[src/rtl/sdram_arb_pkg.sv]
// Shared types for the SDRAM port arbiter: FSM states, port identifiers and
// the one-deep request slot record used by both the CPU and PPU sides.
package sdram_arb_pkg;

    // Byte address width of the mapper bus. The request slot storage is sized
    // from this constant, so the arbiter's ADDR_W must stay equal to it.
    localparam int ADDR_W_DEF = 25;

    typedef enum logic [1:0] {
        IDLE      = 2'd0,
        ISSUE     = 2'd1,
        WAIT_DATA = 2'd2
    } arb_state_t;

    // Port ids double as indices into the per-port arrays in the top.
    typedef enum logic {
        PORT_CPU = 1'b0,
        PORT_PPU = 1'b1
    } port_id_t;

    typedef struct packed {
        logic                  valid;
        logic [ADDR_W_DEF-1:0] addr;
        logic                  wr;
        logic [7:0]            wdata;
    } slot_t;

    // The port that should win a contention when `last` won the previous one.
    function automatic port_id_t other_port(input port_id_t last);
        return (last == PORT_CPU) ? PORT_PPU : PORT_CPU;
    endfunction

endpackage

[src/rtl/sdram_req_slot.sv]
// One-deep request slot for a single mapper port. Captures a request strobe,
// lets a newer strobe replace a not-yet-issued request (flagging overflow),
// and releases the entry when the arbiter issues it.
module sdram_req_slot
    import sdram_arb_pkg::*;
(
    input  logic                  clk,
    input  logic                  rst_n,
    input  logic                  req,
    input  logic [ADDR_W_DEF-1:0] addr,
    input  logic                  wr,
    input  logic [7:0]            wdata,
    input  logic                  issue,
    output logic                  slot_valid,
    output logic [ADDR_W_DEF-1:0] slot_addr,
    output logic                  slot_wr,
    output logic [7:0]            slot_wdata,
    output logic                  overflow
);

    slot_t slot_reg;
    logic  overflow_reg;

    // Capture / overwrite / release. When issue is high the arbiter took
    // either the stored entry or (if the slot was empty) the incoming strobe
    // directly, so a strobe only needs storing if an older entry left.
    always_ff @(posedge clk or negedge rst_n) begin
        if (!rst_n) begin
            slot_reg     <= '0;
            overflow_reg <= 1'b0;
        end else if (issue) begin
            if (req && slot_reg.valid) begin
                slot_reg <= '{valid: 1'b1, addr: addr, wr: wr, wdata: wdata};
            end else begin
                slot_reg.valid <= 1'b0;
            end
        end else if (req) begin
            if (slot_reg.valid) begin
                overflow_reg <= 1'b1;
            end
            slot_reg <= '{valid: 1'b1, addr: addr, wr: wr, wdata: wdata};
        end
    end

    assign slot_valid = slot_reg.valid;
    assign slot_addr  = slot_reg.addr;
    assign slot_wr    = slot_reg.wr;
    assign slot_wdata = slot_reg.wdata;
    assign overflow   = overflow_reg;

endmodule

[src/rtl/sdram_port_arbiter.sv]
// Merges the CPU and PPU translated access streams onto the SDRAM
// controller's single request/acknowledge port. Each port has a one-deep
// slot; contention is resolved round-robin; read data returns to per-port
// holding registers.
module sdram_port_arbiter
    import sdram_arb_pkg::*;
#(
    parameter int   ADDR_W    = ADDR_W_DEF,
    parameter logic PPU_FIRST = 1'b1
) (
    input  logic              sysclk,
    input  logic              reset,
    input  logic              cpu_req,
    input  logic [ADDR_W-1:0] cpu_addr,
    input  logic              cpu_wr,
    input  logic [7:0]        cpu_wdata,
    output logic [7:0]        cpu_rdata,
    output logic              cpu_done,
    input  logic              ppu_req,
    input  logic [ADDR_W-1:0] ppu_addr,
    input  logic              ppu_wr,
    input  logic [7:0]        ppu_wdata,
    output logic [7:0]        ppu_rdata,
    output logic              ppu_done,
    output logic              sd_req,
    output logic [ADDR_W-1:0] sd_addr,
    output logic              sd_wr,
    output logic [7:0]        sd_wdata,
    input  logic              sd_ack,
    input  logic              sd_rvalid,
    input  logic [7:0]        sd_rdata,
    output logic              busy,
    output logic [1:0]        overflow
);

    // Per-port views, indexed by port_id_t.
    slot_t      port_in   [2];
    slot_t      port_pick [2];
    logic [1:0] port_cand;
    logic [1:0] port_issue;
    logic [1:0] port_ovf;

    // FSM and registered outputs.
    arb_state_t        state_reg;
    port_id_t          owner_reg;
    port_id_t          last_grant_reg;
    logic              sd_req_reg;
    logic [ADDR_W-1:0] sd_addr_reg;
    logic              sd_wr_reg;
    logic [7:0]        sd_wdata_reg;
    logic [1:0]        done_reg;
    logic [1:0][7:0]   rdata_reg;

    // Arbitration terms.
    logic     issue_now;
    logic     contention;
    port_id_t grant_port;

    assign port_in[PORT_CPU] = '{valid: cpu_req, addr: cpu_addr, wr: cpu_wr, wdata: cpu_wdata};
    assign port_in[PORT_PPU] = '{valid: ppu_req, addr: ppu_addr, wr: ppu_wr, wdata: ppu_wdata};

    genvar gi;
    generate
        for (gi = 0; gi < 2; gi++) begin : g_port
            logic                  slot_valid;
            logic [ADDR_W_DEF-1:0] slot_addr;
            logic                  slot_wr;
            logic [7:0]            slot_wdata;

            sdram_req_slot u_slot (
                .clk        (sysclk),
                .rst_n      (reset),
                .req        (port_in[gi].valid),
                .addr       (port_in[gi].addr),
                .wr         (port_in[gi].wr),
                .wdata      (port_in[gi].wdata),
                .issue      (port_issue[gi]),
                .slot_valid (slot_valid),
                .slot_addr  (slot_addr),
                .slot_wr    (slot_wr),
                .slot_wdata (slot_wdata),
                .overflow   (port_ovf[gi])
            );

            // The stored entry is older than any same-cycle strobe, so it
            // goes first; an empty slot lets the strobe bypass straight in.
            assign port_pick[gi] = slot_valid
                ? '{valid: 1'b1, addr: slot_addr, wr: slot_wr, wdata: slot_wdata}
                : port_in[gi];
            assign port_cand[gi] = port_pick[gi].valid;
        end
    endgenerate

    // Round-robin only matters under contention; a lone candidate always wins.
    assign contention = &port_cand;
    assign grant_port = contention ? other_port(last_grant_reg)
                      : (port_cand[PORT_PPU] ? PORT_PPU : PORT_CPU);
    assign issue_now  = (state_reg == IDLE) && (|port_cand);
    assign port_issue = {issue_now && (grant_port == PORT_PPU),
                         issue_now && (grant_port == PORT_CPU)};

    // Transaction FSM: grant, hold the request until ack, collect read data.
    // last_grant records contention winners only, so back-to-back contended
    // pairs alternate which port goes first.
    always_ff @(posedge sysclk or negedge reset) begin
        if (!reset) begin
            state_reg      <= IDLE;
            owner_reg      <= PORT_CPU;
            last_grant_reg <= PPU_FIRST ? PORT_CPU : PORT_PPU;
            sd_req_reg     <= 1'b0;
            sd_addr_reg    <= '0;
            sd_wr_reg      <= 1'b0;
            sd_wdata_reg   <= '0;
            done_reg       <= '0;
            rdata_reg      <= '0;
        end else begin
            done_reg <= '0;
            case (state_reg)
                IDLE: begin
                    if (issue_now) begin
                        sd_req_reg   <= 1'b1;
                        sd_addr_reg  <= port_pick[grant_port].addr;
                        sd_wr_reg    <= port_pick[grant_port].wr;
                        sd_wdata_reg <= port_pick[grant_port].wdata;
                        owner_reg    <= grant_port;
                        if (contention) begin
                            last_grant_reg <= grant_port;
                        end
                        state_reg <= ISSUE;
                    end
                end
                ISSUE: begin
                    if (sd_ack) begin
                        sd_req_reg <= 1'b0;
                        if (sd_wr_reg) begin
                            done_reg[owner_reg] <= 1'b1;
                            state_reg           <= IDLE;
                        end else begin
                            state_reg <= WAIT_DATA;
                        end
                    end
                end
                WAIT_DATA: begin
                    if (sd_rvalid) begin
                        rdata_reg[owner_reg] <= sd_rdata;
                        done_reg[owner_reg]  <= 1'b1;
                        state_reg            <= IDLE;
                    end
                end
                default: begin
                    state_reg <= IDLE;
                end
            endcase
        end
    end

    assign sd_req    = sd_req_reg;
    assign sd_addr   = sd_addr_reg;
    assign sd_wr     = sd_wr_reg;
    assign sd_wdata  = sd_wdata_reg;
    assign cpu_done  = done_reg[PORT_CPU];
    assign ppu_done  = done_reg[PORT_PPU];
    assign cpu_rdata = rdata_reg[PORT_CPU];
    assign ppu_rdata = rdata_reg[PORT_PPU];
    assign busy      = (state_reg != IDLE);
    assign overflow  = port_ovf;

endmodule

[config.mk]
export PLATFORM = sky130hd
export DESIGN_NAME = sdram_port_arbiter
export DESIGN_NICKNAME = d
export VERILOG_FILES = /design/src/rtl/sdram_arb_pkg.sv /design/src/rtl/sdram_req_slot.sv /design/src/rtl/sdram_port_arbiter.sv
export SDC_FILE = /design/constraint.sdc
export NUM_CORES = 1
export LEC_CHECK = 0
export CAP_MARGIN = 10
export CELL_PAD_IN_SITES_DETAIL_PLACEMENT = 2
export CELL_PAD_IN_SITES_GLOBAL_PLACEMENT = 2
export CORE_MARGIN = 2
export CORE_UTILIZATION = 36
export DETAILED_ROUTE_END_ITERATION = 8
export HOLD_SLACK_MARGIN = 0.1
export PLACE_DENSITY = 0.83
export SYNTH_ARGS = -nofsm -noshare
export SYNTH_HDL_FRONTEND = slang
export SYNTH_HIERARCHICAL = 1
export SYNTH_SLANG_ARGS = --single-unit
[constraint.sdc]
create_clock -name sysclk -period 4.85 [get_ports sysclk]
set_input_delay 0.485 -clock sysclk [delete_from_list [all_inputs] [get_ports sysclk]]
set_output_delay 0.485 -clock sysclk [all_outputs]
set_load 0.02 [all_outputs]
; Word level (Yosys, flattened, before mapping)
; Index checks and enable logic that the tools add are counted.
[word_totals]
ff_bits = 129
output_inout_bits = 56
wordCells = 89
[classes]
order_cmp = 3
eq_ne = 7
muxes = 33
bitwise = 4
n_reduce_logical = 22
[op_table]
columns = operator, n
row1 = 35-bit two-way mux, 6
row2 = 34-bit two-way mux, 5
row3 = 16-bit bitwise mux, 1
row4 = 2-bit two-way mux, 7
row5 = 3-bit AND reduction, 4
row6 = 2-bit != test (second input constant), 5
row7 = 2-bit AND reduction, 5
row8 = 8-bit demux with 1-bit select, 1
row9 = 1-bit two-way mux, 8
row10 = 8-bit two-way mux, 1
row11 = 2-bit nonzero test, 4
row12 = 1-bit logical AND, 6
row13 = 2-bit case mux with 3 select lines, 1
row14 = 2-bit case mux with 2 select lines, 1
row15 = 4-bit AND reduction, 1
row16 = 1-bit NOT, 3
row17 = 2-bit by 1-bit equality test with 1-bit output (second input constant), 1
row18 = 2-bit equality test (second input constant), 1
row19 = 2-bit greater-or-equal comparator (second input constant), 1
row20 = 2-bit logical NOT, 1
row21 = 1-bit by 2-bit less-than comparator with 1-bit output (second input constant), 1
row22 = 1-bit NOT with 2-bit output, 1
row23 = 1-bit case mux with 2 select lines, 1
row24 = 2-bit OR reduction, 1
row25 = other kinds (2), 2

; Longest topological paths before layout
[depth]
word_depth = 7
depth_mapped = 11
mapped_depth_nobuf = 8

; Hierarchy
; The synthesis kept the hierarchy.
[by_module_without_submodules]
columns = mod, instances, cells_per_inst, area_each_um2, seq_area_each_um2
row1 = sdram_port_arbiter, 1, 267, 3119.2, 1426.4
row2 = sdram_req_slot, 2, 78, 1366.3, 900.9

; Worst setup path after synthesis
; No wires, ideal clock.
[synth_timing]
kind = reg2reg
startpoint = register state_reg[1]
endpoint = register g_port[0].u_slot.slot_reg (netlist bit g_port[0].u_slot/slot_addr[0])
t_arrival_ps = 2215
required_time_ps = 4725
path_slack_ps = 2510
path_stages_with_launch = 12
path_buffers = 3
synth_period_minus_slack_ps = 2340
path_cell_list = dfrtp_1 inv_1 ha_1 buf_2 o21ai_0 o21bai_2 buf_2 inv_1 inv_1 o21ai_4 buf_8 mux2_2
[synth_via]
elab_chain_cells = 5
word_cells_on_any_way = 7
cone_classes = eq/ne: 1 / mux: 1 / reduce/logical: 5
[synth_rtl]
columns = item, line_no
row1 = "start, declared", sdram_port_arbiter.sv:44  ; arb_state_t state_reg;
row2 = "start signal, assigned", sdram_port_arbiter.sv:107  ; state_reg <= IDLE;
row3 = "start signal, assigned", sdram_port_arbiter.sv:129  ; state_reg <= ISSUE;
row4 = "start signal, assigned", sdram_port_arbiter.sv:137  ; state_reg <= IDLE;
row5 = 2-bit logical NOT *, sdram_port_arbiter.sv:98  ; assign issue_now = (state_reg == IDLE) && (|port_cand);
row6 = 1-bit logical AND *, sdram_port_arbiter.sv:98
row7 = 1-bit logical AND *, sdram_port_arbiter.sv:100  ; issue_now && (grant_port == PORT_CPU)};
row8 = named net port_issue[0], sdram_port_arbiter.sv:40  ; logic [1:0] port_issue;
row9 = 2-bit != test (no source line) or 2-bit nonzero test (tied branches), --
row10 = 2-bit AND reduction (no source line), --
row11 = "end signal, assigned", sdram_req_slot.sv:33  ; slot_reg <= '{valid: 1'b1, addr: addr, wr: wr, wdata: wdata};
row12 = "end signal, assigned", sdram_req_slot.sv:41  ; slot_reg <= '{valid: 1'b1, addr: addr, wr: wr, wdata: wdata};
row13 = "end, declared", sdram_req_slot.sv:21  ; slot_t slot_reg;
; The timed path passes the listed nets; every way through them passes the cells marked *.
; A chain may end at the register's enable or synchronous reset.

; Final worst setup path
[layout_timing]
startpoint = input port ppu_req
endpoint = register g_port[1].u_slot.slot_reg (netlist bit g_port[1].u_slot/slot_wdata[2])
[layout_via]
elab_chain_cells = 6
word_cells_on_any_way = 12
cone_classes = eq/ne: 1 / mux: 4 / reduce/logical: 7
[layout_rtl]
columns = item, line_no
row1 = "start, declared", sdram_port_arbiter.sv:19  ; input logic ppu_req,
row2 = 35-bit two-way mux *, sdram_port_arbiter.sv:88  ; ? '{valid: 1'b1, addr: slot_addr, wr: slot_wr, wdata: slot_wdata}
row3 = 1-bit two-way mux (tied with other cells), sdram_port_arbiter.sv:97  ; : (port_cand[PORT_PPU] ? PORT_PPU : PORT_CPU);
row4 = 1-bit two-way mux or 1-bit logical AND (tied branches), "sdram_port_arbiter.sv:96, sdram_port_arbiter.sv:98"
row5 = 1-bit logical AND *, sdram_port_arbiter.sv:99  ; assign port_issue = {issue_now && (grant_port == PORT_PPU),
row6 = named net port_issue[1], sdram_port_arbiter.sv:40
row7 = 2-bit != test (no source line) or 2-bit nonzero test (tied branches), --
row8 = 2-bit AND reduction (no source line), --
row9 = "end signal, assigned", sdram_req_slot.sv:33
row10 = "end signal, assigned", sdram_req_slot.sv:41
row11 = "end, declared", sdram_req_slot.sv:21
; Marks and branches as above.

==> flow_summary.json <==
{
  "syn-instance-count": 423,
  "cts.root.buffer_cell": "clkbuf_16",
  "worst_ir_drop_vdd_mv": 0.304,
  "report.final.hold_viol_count": 0,
  "end_kind": "register",
  "relSlewSlack_pct": 45.2,
  "met3_length_um": 896,
  "synthesis.area_per_instance_sq_um": 13.8,
  "share_of_flip_flops_with_an_asynchronous_set_or_reset_pct": 100,
  "largest_register_ffs": 50,
  "tightestPinTransition_ps": 822,
  "die_h_um": 131,
  "critPathRequiredTime_ps": 5150,
  "rsz_0062_raised_after_global_routing": "no",
  "tritoncts": "done",
  "grt_pass1_wl_um": 28800,
  "skew_ps": 5.82,
  "post_cts_repair_timing_setup_buffer_count": 0,
  "worst-endpoint-arrival_ps": 3200,
  "ctsHtreeMaxLevel": 4,
  "r2r_cells": 8,
  "crit-reg2reg-launch": "g_port[0].u_slot/slot_valid$_DFFE_PN0P_",
  "synth_top_cell_area_share_pct": 55.2,
  "floorplan.io_pins": 138,
  "post-route-period-util_pct": 59.8,
  "synth_commonest_cells": "129 x dfrtp_1, 81 x mux2_2, 68 x mux2i_1",
  "detail_route.first_pass.iterations": 4,
  "total_power_mw": 5.06,
  "clk_transition_reported_paths_ps": 50,
  "cts.path.max_buffers": 2,
  "clkSinkCount": 129,
  "finish.net_count": 649,
  "clk_latency_ps": 420,
  "route.detailed.wl_per_inst_um": 22.3,
  "r2r_end": "g_port[0].u_slot/slot_addr[15]$_DFFE_PN0P_",
  "dpl.cell_count": 759,
  "count_of_max_cap_constraint_violations": 0,
  "post-route-min-period_ps": 2900,
  "synthTopCellsByArea": "dfrtp_1 55%, mux2_2 16%, mux2i_1 12%, o221ai_1 5.1%, nand2_1 2.4%",
  "antenna_violations_before_repair": 1,
  "postRouteWirelength_um": 17600,
  "synthDominantAreaCellType": "dfrtp_1",
  "grt_pass1_vias": 4886,
  "layout.filler_cells": 1533,
  "portBuffers": 137,
  "synth_ff_type": "dfrtp_1",
  "maximum_number_of_pins_on_one_net_before_global_route_repair": 86,
  "synthesis.yosys.warnings": 6,
  "worst-setup-path-type": "in -> reg",
  "power.switching_fraction_pct": 36.5,
  "place_hpwl_um": 11400,
  "cts_resized": 0,
  "route.detailed.vias_per_inst": 5.24,
  "yosys.cell_count.top_type": "dfrtp_1",
  "r2r_slack_ps": 1980,
  "combinationalPowerShare_pct": 42.1,
  "yosysUniqueCellTypes": 29,
  "ys_seq_area_share_pct": 55.2,
  "initialDrtViolationCount": 164,
  "outcome": "completed",
  "synth-edff-count": 0,
  "grt_remaining_overflow": 0,
  "finalSetupTns_ps": 0,
  "total_switching_power_mw": 1.85,
  "number_of_core_rows": 46,
  "post_synthesis_sequential_element_count": 129,
  "met1_length_um": 7340,
  "ant_nets": 0,
  "post-route-drc-count": 0,
  "synthToLayoutAreaGrowth_pct": 35.7,
  "p_int_mw": 3.22,
  "clock_power_share_pct": 24.5,
  "dr_wl_met2_um": 9140,
  "crit_path_max_fanout": 19,
  "grt.total_usage_pct": 21.6,
  "drv_slew": 0,
  "setup_viol_count_final": 0,
  "netlist_area_sq_um": 5850,
  "drive_above_1_share_pct": 21.9,
  "cts_buffers": 17,
  "routed.top_layer": "met4",
  "multi_input_comb_area_sq_um": 2380,
  "cts.hold.buffers_added": 0,
  "fmax_mhz": 345,
  "die_x_um": 131,
  "power_leakage_nw": 3.61,
  "critPathLaunchType": "primary input",
  "path_category_of_the_worst_min_delay_check": "in -> async",
  "p_per_area_nw_per_um2": 638,
  "detailroute.via_count": 4142,
  "pwr-share-seq_pct": 33.4,
  "post_layout_nonfiller_instances": 791,
  "die_area_sq_um": 17300,
  "design.core.area_sq_um": 15900,
  "antenna_cells_inserted": 0,
  "floorplan.initialDensity_pct": 36.8,
  "register_area_sq_um": 3230,
  "synth_nets": 509,
  "place_congestion": 0.718
}
## critical path, stage by stage
cell,delay [ps]
clkdlybuf4s50_1,730
nor2_1,190
nand3b_1,240
inv_1,100
inv_1,80
o21ai_4,570
buf_4,400
mux2_2,390
## layout make-up
| cell class | instances | area share [%] |
|---|---|---|
| Tap cell | 216 | 3.40 |
| Multi-Input combinational cell | 259 | 30.0 |
| Timing Repair Buffer | 145 | 18.2 |
| Inverter | 11 | 0.520 |
| Clock inverter | 4 | 0.599 |
| Sequential cell | 129 | 40.7 |
| Clock buffer | 27 | 6.58 |
## power by group through the flow
stage | logic, mW | clock network (mW) | registers, mW
floorplan | 1.06 | 0 | 1.89
global placement | 2.05 | 0 | 1.66
detailed placement | 2.13 | 0 | 1.70
CTS | 2.16 | 1.27 | 1.69
global route | 2.30 | 1.31 | 1.74
finish | 2.13 | 1.24 | 1.69
## per-stage QoR
step	cell area, sq um	util, %	worst slack (ps)	hold WS [ps]
floorplan	5850	-	2510	189
global placement	7350	46.3	1550	454
detailed placement	7350	46.3	1450	470
CTS	7920	49.9	1590	152
global route	7940	50.0	1800	185
finish	7940	50.0	1950	108
## worst max-delay path by stage
| stage | start | endpoint | depth (start not counted) |
|---|---|---|---|
| final | ppu_req | g_port[1].u_slot/slot_wdata[2]$_DFFE_PN0P_ | 8 |
| after global routing | ppu_req | g_port[1].u_slot/slot_wdata[2]$_DFFE_PN0P_ | 8 |
| after CTS | g_port[0].u_slot/slot_valid$_DFFE_PN0P_ | g_port[0].u_slot/slot_addr[15]$_DFFE_PN0P_ | 7 |
| after detailed placement | cpu_req | g_port[0].u_slot/slot_addr[3]$_DFFE_PN0P_ | 7 |
| after global placement | cpu_req | g_port[0].u_slot/slot_addr[5]$_DFFE_PN0P_ | 7 |
| after floorplan | state_reg[1]$_DFFE_PN0P_ | g_port[0].u_slot/slot_addr[0]$_DFFE_PN0P_ | 11 |
## per-layer routing
layer	up-vias	track usage (%)
li1	1835	-
met1	2172	26.5
met2	113	37.5
met3	22	5.32
met4	0	6.94
met5	-	0
## cells by family after synthesis
group,share of synthesized area [%]
AO/OA/AOI/OAI,7.93
XOR/XNOR,0.150
adder cells (fa/ha/maj),0.855
buffers and inverters,4.21
flip-flops,55.2
multiplexers,28.0
AND/OR/NAND/NOR,3.70
## placed cells by master, fill, tap and decap left out, drive strengths merged, types with 4 or more instances in the layout
cell type / count
clkdlybuf4s50: 136
dfrtp: 129
nor2: 4
mux2: 85
ha: 4
o21ai: 6
inv: 11
nand2: 38
clkbuf: 27
o221ai: 34
mux2i: 68
buf: 9
No activity file was read; power rests on OpenSTA's default activity.
==> patch 1, RTL diff (config.mk and constraints unchanged) <==
Change the parameter `PPU_FIRST` from 1'b1 to 1'b0.
--- a/src/rtl/sdram_port_arbiter.sv
+++ b/src/rtl/sdram_port_arbiter.sv
@@ -6,7 +6,7 @@
     import sdram_arb_pkg::*;
 #(
     parameter int   ADDR_W    = ADDR_W_DEF,
-    parameter logic PPU_FIRST = 1'b1
+    parameter logic PPU_FIRST = 1'b0
 ) (
     input  logic              sysclk,
     input  logic              reset,
Check against the original RTL: not equivalent (Yosys sat finds a counterexample within 4 cycles, from zero or initial values and one cycle with reset low).
==> patch 1 against the original RTL <==
  * Routed wire length increased by 7.8%
  * First-iteration DRC count decreased by 12%
  * Sequential cell count unchanged
  * Area after synthesis about the same
  * Worst setup slack got worse by 0.57 ns
  * Die area about the same
  * Power increased by 1.9%
  * Synthesized cell count unchanged
  * Final area decreased by 0.17%
  * Highest routed layer unchanged
==> patch 1: results (changes against the original RTL) <==
CP Max Fanout=35 (+16); met1 usage=0.2591 (-0.005448); LEAKAGE=3.602 nW (-0.29%); Clock Buffer Count=25 (-7.4%); mean number of vias per cell=5.333 (+1.8%); register area=3232 um^2 (about the same); largest net degree at the start of global routing=76 (-12%); final wirelength=19.00 mm (+7.8%); first-pass GRT wire length=30.08 mm (+4.6%); fraction of layout cells with a size suffix above 1=0.2182 (-0.0009803); Post-Layout Cell Count=790 (-0.13%); final worst setup slack=1.376 ns (-0.5744 ns); GR Util met2=0.4162 (+0.04130); Post-layout nets=648 (-0.15%); hpwl dp=11.52 mm (+0.83%); Worst Max-Slew Pin Slew=1.161 ns (+0.3389 ns); Util after Layout=0.4991 (-0.0008660); Layout fillers=1535 (+0.13%); Setup CP Type=register to register; area fraction in compound gates after synthesis=0.07931 (about the same); most area-consuming cells after synthesis=dfrtp_1 55%, mux2_2 16%, mux2i_1 12%; drt initial violations=145 (-12%); post-synth cell types=30 (+3.4%); Buffers, non-clock=144 (-0.69%); clock-cell share of area=0.07227 (+0.0004403); Data buffer area share=0.1797 (-0.002209); status=finished clean; Placer Congestion=0.7546 (+5.1%); total track usage=0.2296 (+0.01334); placed cell areas=7353 um^2 (about the same); Worst Setup EP=g_port[0].u_slot/slot_addr[4]; hold_ws=0.07614 ns (-0.03183 ns); synthesized area per cell=13.84 um^2 (about the same); vias in the first global route=5033 (+3.0%); Synth Area in Adders=0.008551 (about the same); maximum VDD drop=346.0 uV (+14%)
-- patch 1: changes by cell type in the layout (fill, tap and decap cells not counted), sizes merged --
cell and change:
clkbuf -2, dfrtp -1, diode +1, dfstp +1
bufinv +1, buf -1
-- patch 1: report_power, final --
group          switching [mW]  leakage (nW)  internal [mW]
Clock                   0.475         0.279          0.803
Sequential              0.245          1.54           1.46
Combinational            1.20          1.79          0.982
-- patch 1: worst max-delay path, stage by stage, from the launching register on --
cell and delay, ns:
dfrtp_1 0.39, inv_1 0.13, ha_1 0.39, o21ai_0 0.24, o21bai_4 0.49, inv_1 0.22
inv_1 0.11, o21ai_4 0.91, mux2_2 0.45
-- patch 1: routing by layer --
metal / part of all wire / up-vias
met4: 0.030 / 0
met2: 0.54 / 119
met3: 0.034 / 36
met5: 0 / -
met1: 0.40 / 2219
li1: - / 1839
-- patch 1: kinds of logic after synthesis --
logic type | after synthesis
fa+ha+maj | 4
simple gates | 49
buf+inv | 35
mux | 153
xor+xnor | 1
flops | 129
compound gates | 52
==> patch 2, RTL diff (same settings) <==
Made on the original files. Make the reset (`reset` and `rst_n`) synchronous in 2 clocked blocks.
--- a/src/rtl/sdram_req_slot.sv
+++ b/src/rtl/sdram_req_slot.sv
@@ -24,7 +24,7 @@
     // Capture / overwrite / release. When issue is high the arbiter took
     // either the stored entry or (if the slot was empty) the incoming strobe
     // directly, so a strobe only needs storing if an older entry left.
-    always_ff @(posedge clk or negedge rst_n) begin
+    always_ff @(posedge clk) begin
         if (!rst_n) begin
             slot_reg     <= '0;
             overflow_reg <= 1'b0;
--- a/src/rtl/sdram_port_arbiter.sv
+++ b/src/rtl/sdram_port_arbiter.sv
@@ -102,7 +102,7 @@
     // Transaction FSM: grant, hold the request until ack, collect read data.
     // last_grant records contention winners only, so back-to-back contended
     // pairs alternate which port goes first.
-    always_ff @(posedge sysclk or negedge reset) begin
+    always_ff @(posedge sysclk) begin
         if (!reset) begin
             state_reg      <= IDLE;
             owner_reg      <= PORT_CPU;
Formal check against the unedited RTL: differs if reset is asserted again (counterexample within 4 cycles, from zero or initial values and one cycle with reset low); with reset held inactive, the same outputs for 4 cycles.
==> patch 2 against the original RTL <==
  * Area after synthesis rose by 1.9%
  * Routed wire length rose by 16%
  * Die area rose by 1.9%
  * Power fell by 19%
  * Sequential power fell by 15%
  * Worst setup slack improved by 0.11 ns
  * Sequential cell count did not move
  * Final area rose by 0.11%
  * Highest routed layer unchanged
==> patch 2: results (changes against the original RTL) <==
Layout fillers=1649 (+7.6%); most area-consuming cells after synthesis=dfxtp_1 43%, mux2i_1 20%, nand2_1 8.7%; synthesized area per cell=9.810 um^2 (-29%); hpwl dp=13.87 mm (+21%); largest net degree at the start of global routing=104 (+21%); dpl cells=922 (+21%); LEAKAGE=3.204 nW (-11%); maximum VDD drop=250.1 uV (-18%); via count=4988 (+20%); critical path arrival=3.11 ns (-0.09 ns); mean number of vias per cell=5.223 (-0.26%); drt pass-1 iters=5 (+1); Mapped Nets=694 (+36%); Post-layout nets=808 (+24%); vias in the first global route=5521 (+13%); post-synthesis sequential area ratio=0.4330 (-0.1187); Placer Congestion=0.7584 (+5.7%); total track usage=0.2353 (+0.01904); Worst Max-Slew Pin Slew=1.113 ns (+0.2911 ns); first-pass GRT wire length=32.05 mm (+11%); fraction of layout cells with a size suffix above 1=0.1143 (-0.1048); Commonest cells post-synth=139 x nand2_1, 129 x dfxtp_1, 122 x mux2i_1, 34 x a221o_1; min-delay worst type=register to register; CP max stage cell=o21a_2; clk_skew=0.01285 ns (+0.007031 ns); slowest stage delay, CP=0.88 ns (+0.15 ns); status=finished clean; drt initial violations=261 (+59%); CP Max Fanout=36 (+17)
[patch 2: cell count changes after synthesis, moves of 19 or more]
cell	change
nand2_1	+101
nor2_1	+19
mux2_2	-48
nor3_1	+33
a221o_1	+34
o221ai_1	-33
mux2i_1	+54
dfrtp_1	-129
dfxtp_1	+129
[patch 2: area by class of cell]
class                   count  share of cell area
clock buffers              18             0.05523
clock inverters            14             0.02061
inverters                  10            0.004721
multi-input cells         419              0.3791
flip-flops and latches    129              0.3251
well taps                 220             0.03462
repair buffers            145              0.1806
[patch 2: stage by stage]
step                area [um^2]  setup slack (ns)
floorplan                  5964             3.026
global placement           7333             1.849
detailed placement         7333             1.726
CTS                        7936             2.100
global route               7951             1.877
finish                     7951             2.059
[patch 2: cell families after synthesis]
kind of cell	count (synthesis)	synth area share
compound gates	50	0.07992
xor+xnor	1	0.001469
fa+ha+maj	6	0.01175
buf+inv	60	0.06314
flops	129	0.4330
mux	155	0.2670
simple gates	207	0.1437
[patch 2: metal layers]
metal  GRT usage  share of wire
met3     0.03831          0.034
met2      0.4073           0.50
met1      0.2987           0.45
met4     0.07706          0.016
met5           0              0
[patch 2: final timing paths]
path / from / slack [ns] / cells after the start / endpoint
setup / recovery: cpu_req / 2.06 / 7 / g_port[1].u_slot/slot_addr[13]
hold / removal: g_port[1].u_slot/slot_addr[10] / 0.46 / 2 / g_port[1].u_slot/slot_addr[10]
setup reg to reg: state_reg[0] / 2.16 / 8 / g_port[0].u_slot/slot_addr[12]
hold reg to reg: g_port[1].u_slot/slot_addr[10] / 0.46 / 2 / g_port[1].u_slot/slot_addr[10]
[patch 2: power breakdown]
group          internal (mW)  switching, mW
Sequential              1.27          0.160
Combinational          0.623          0.721
Clock                  0.818          0.507
Total                   2.72           1.39
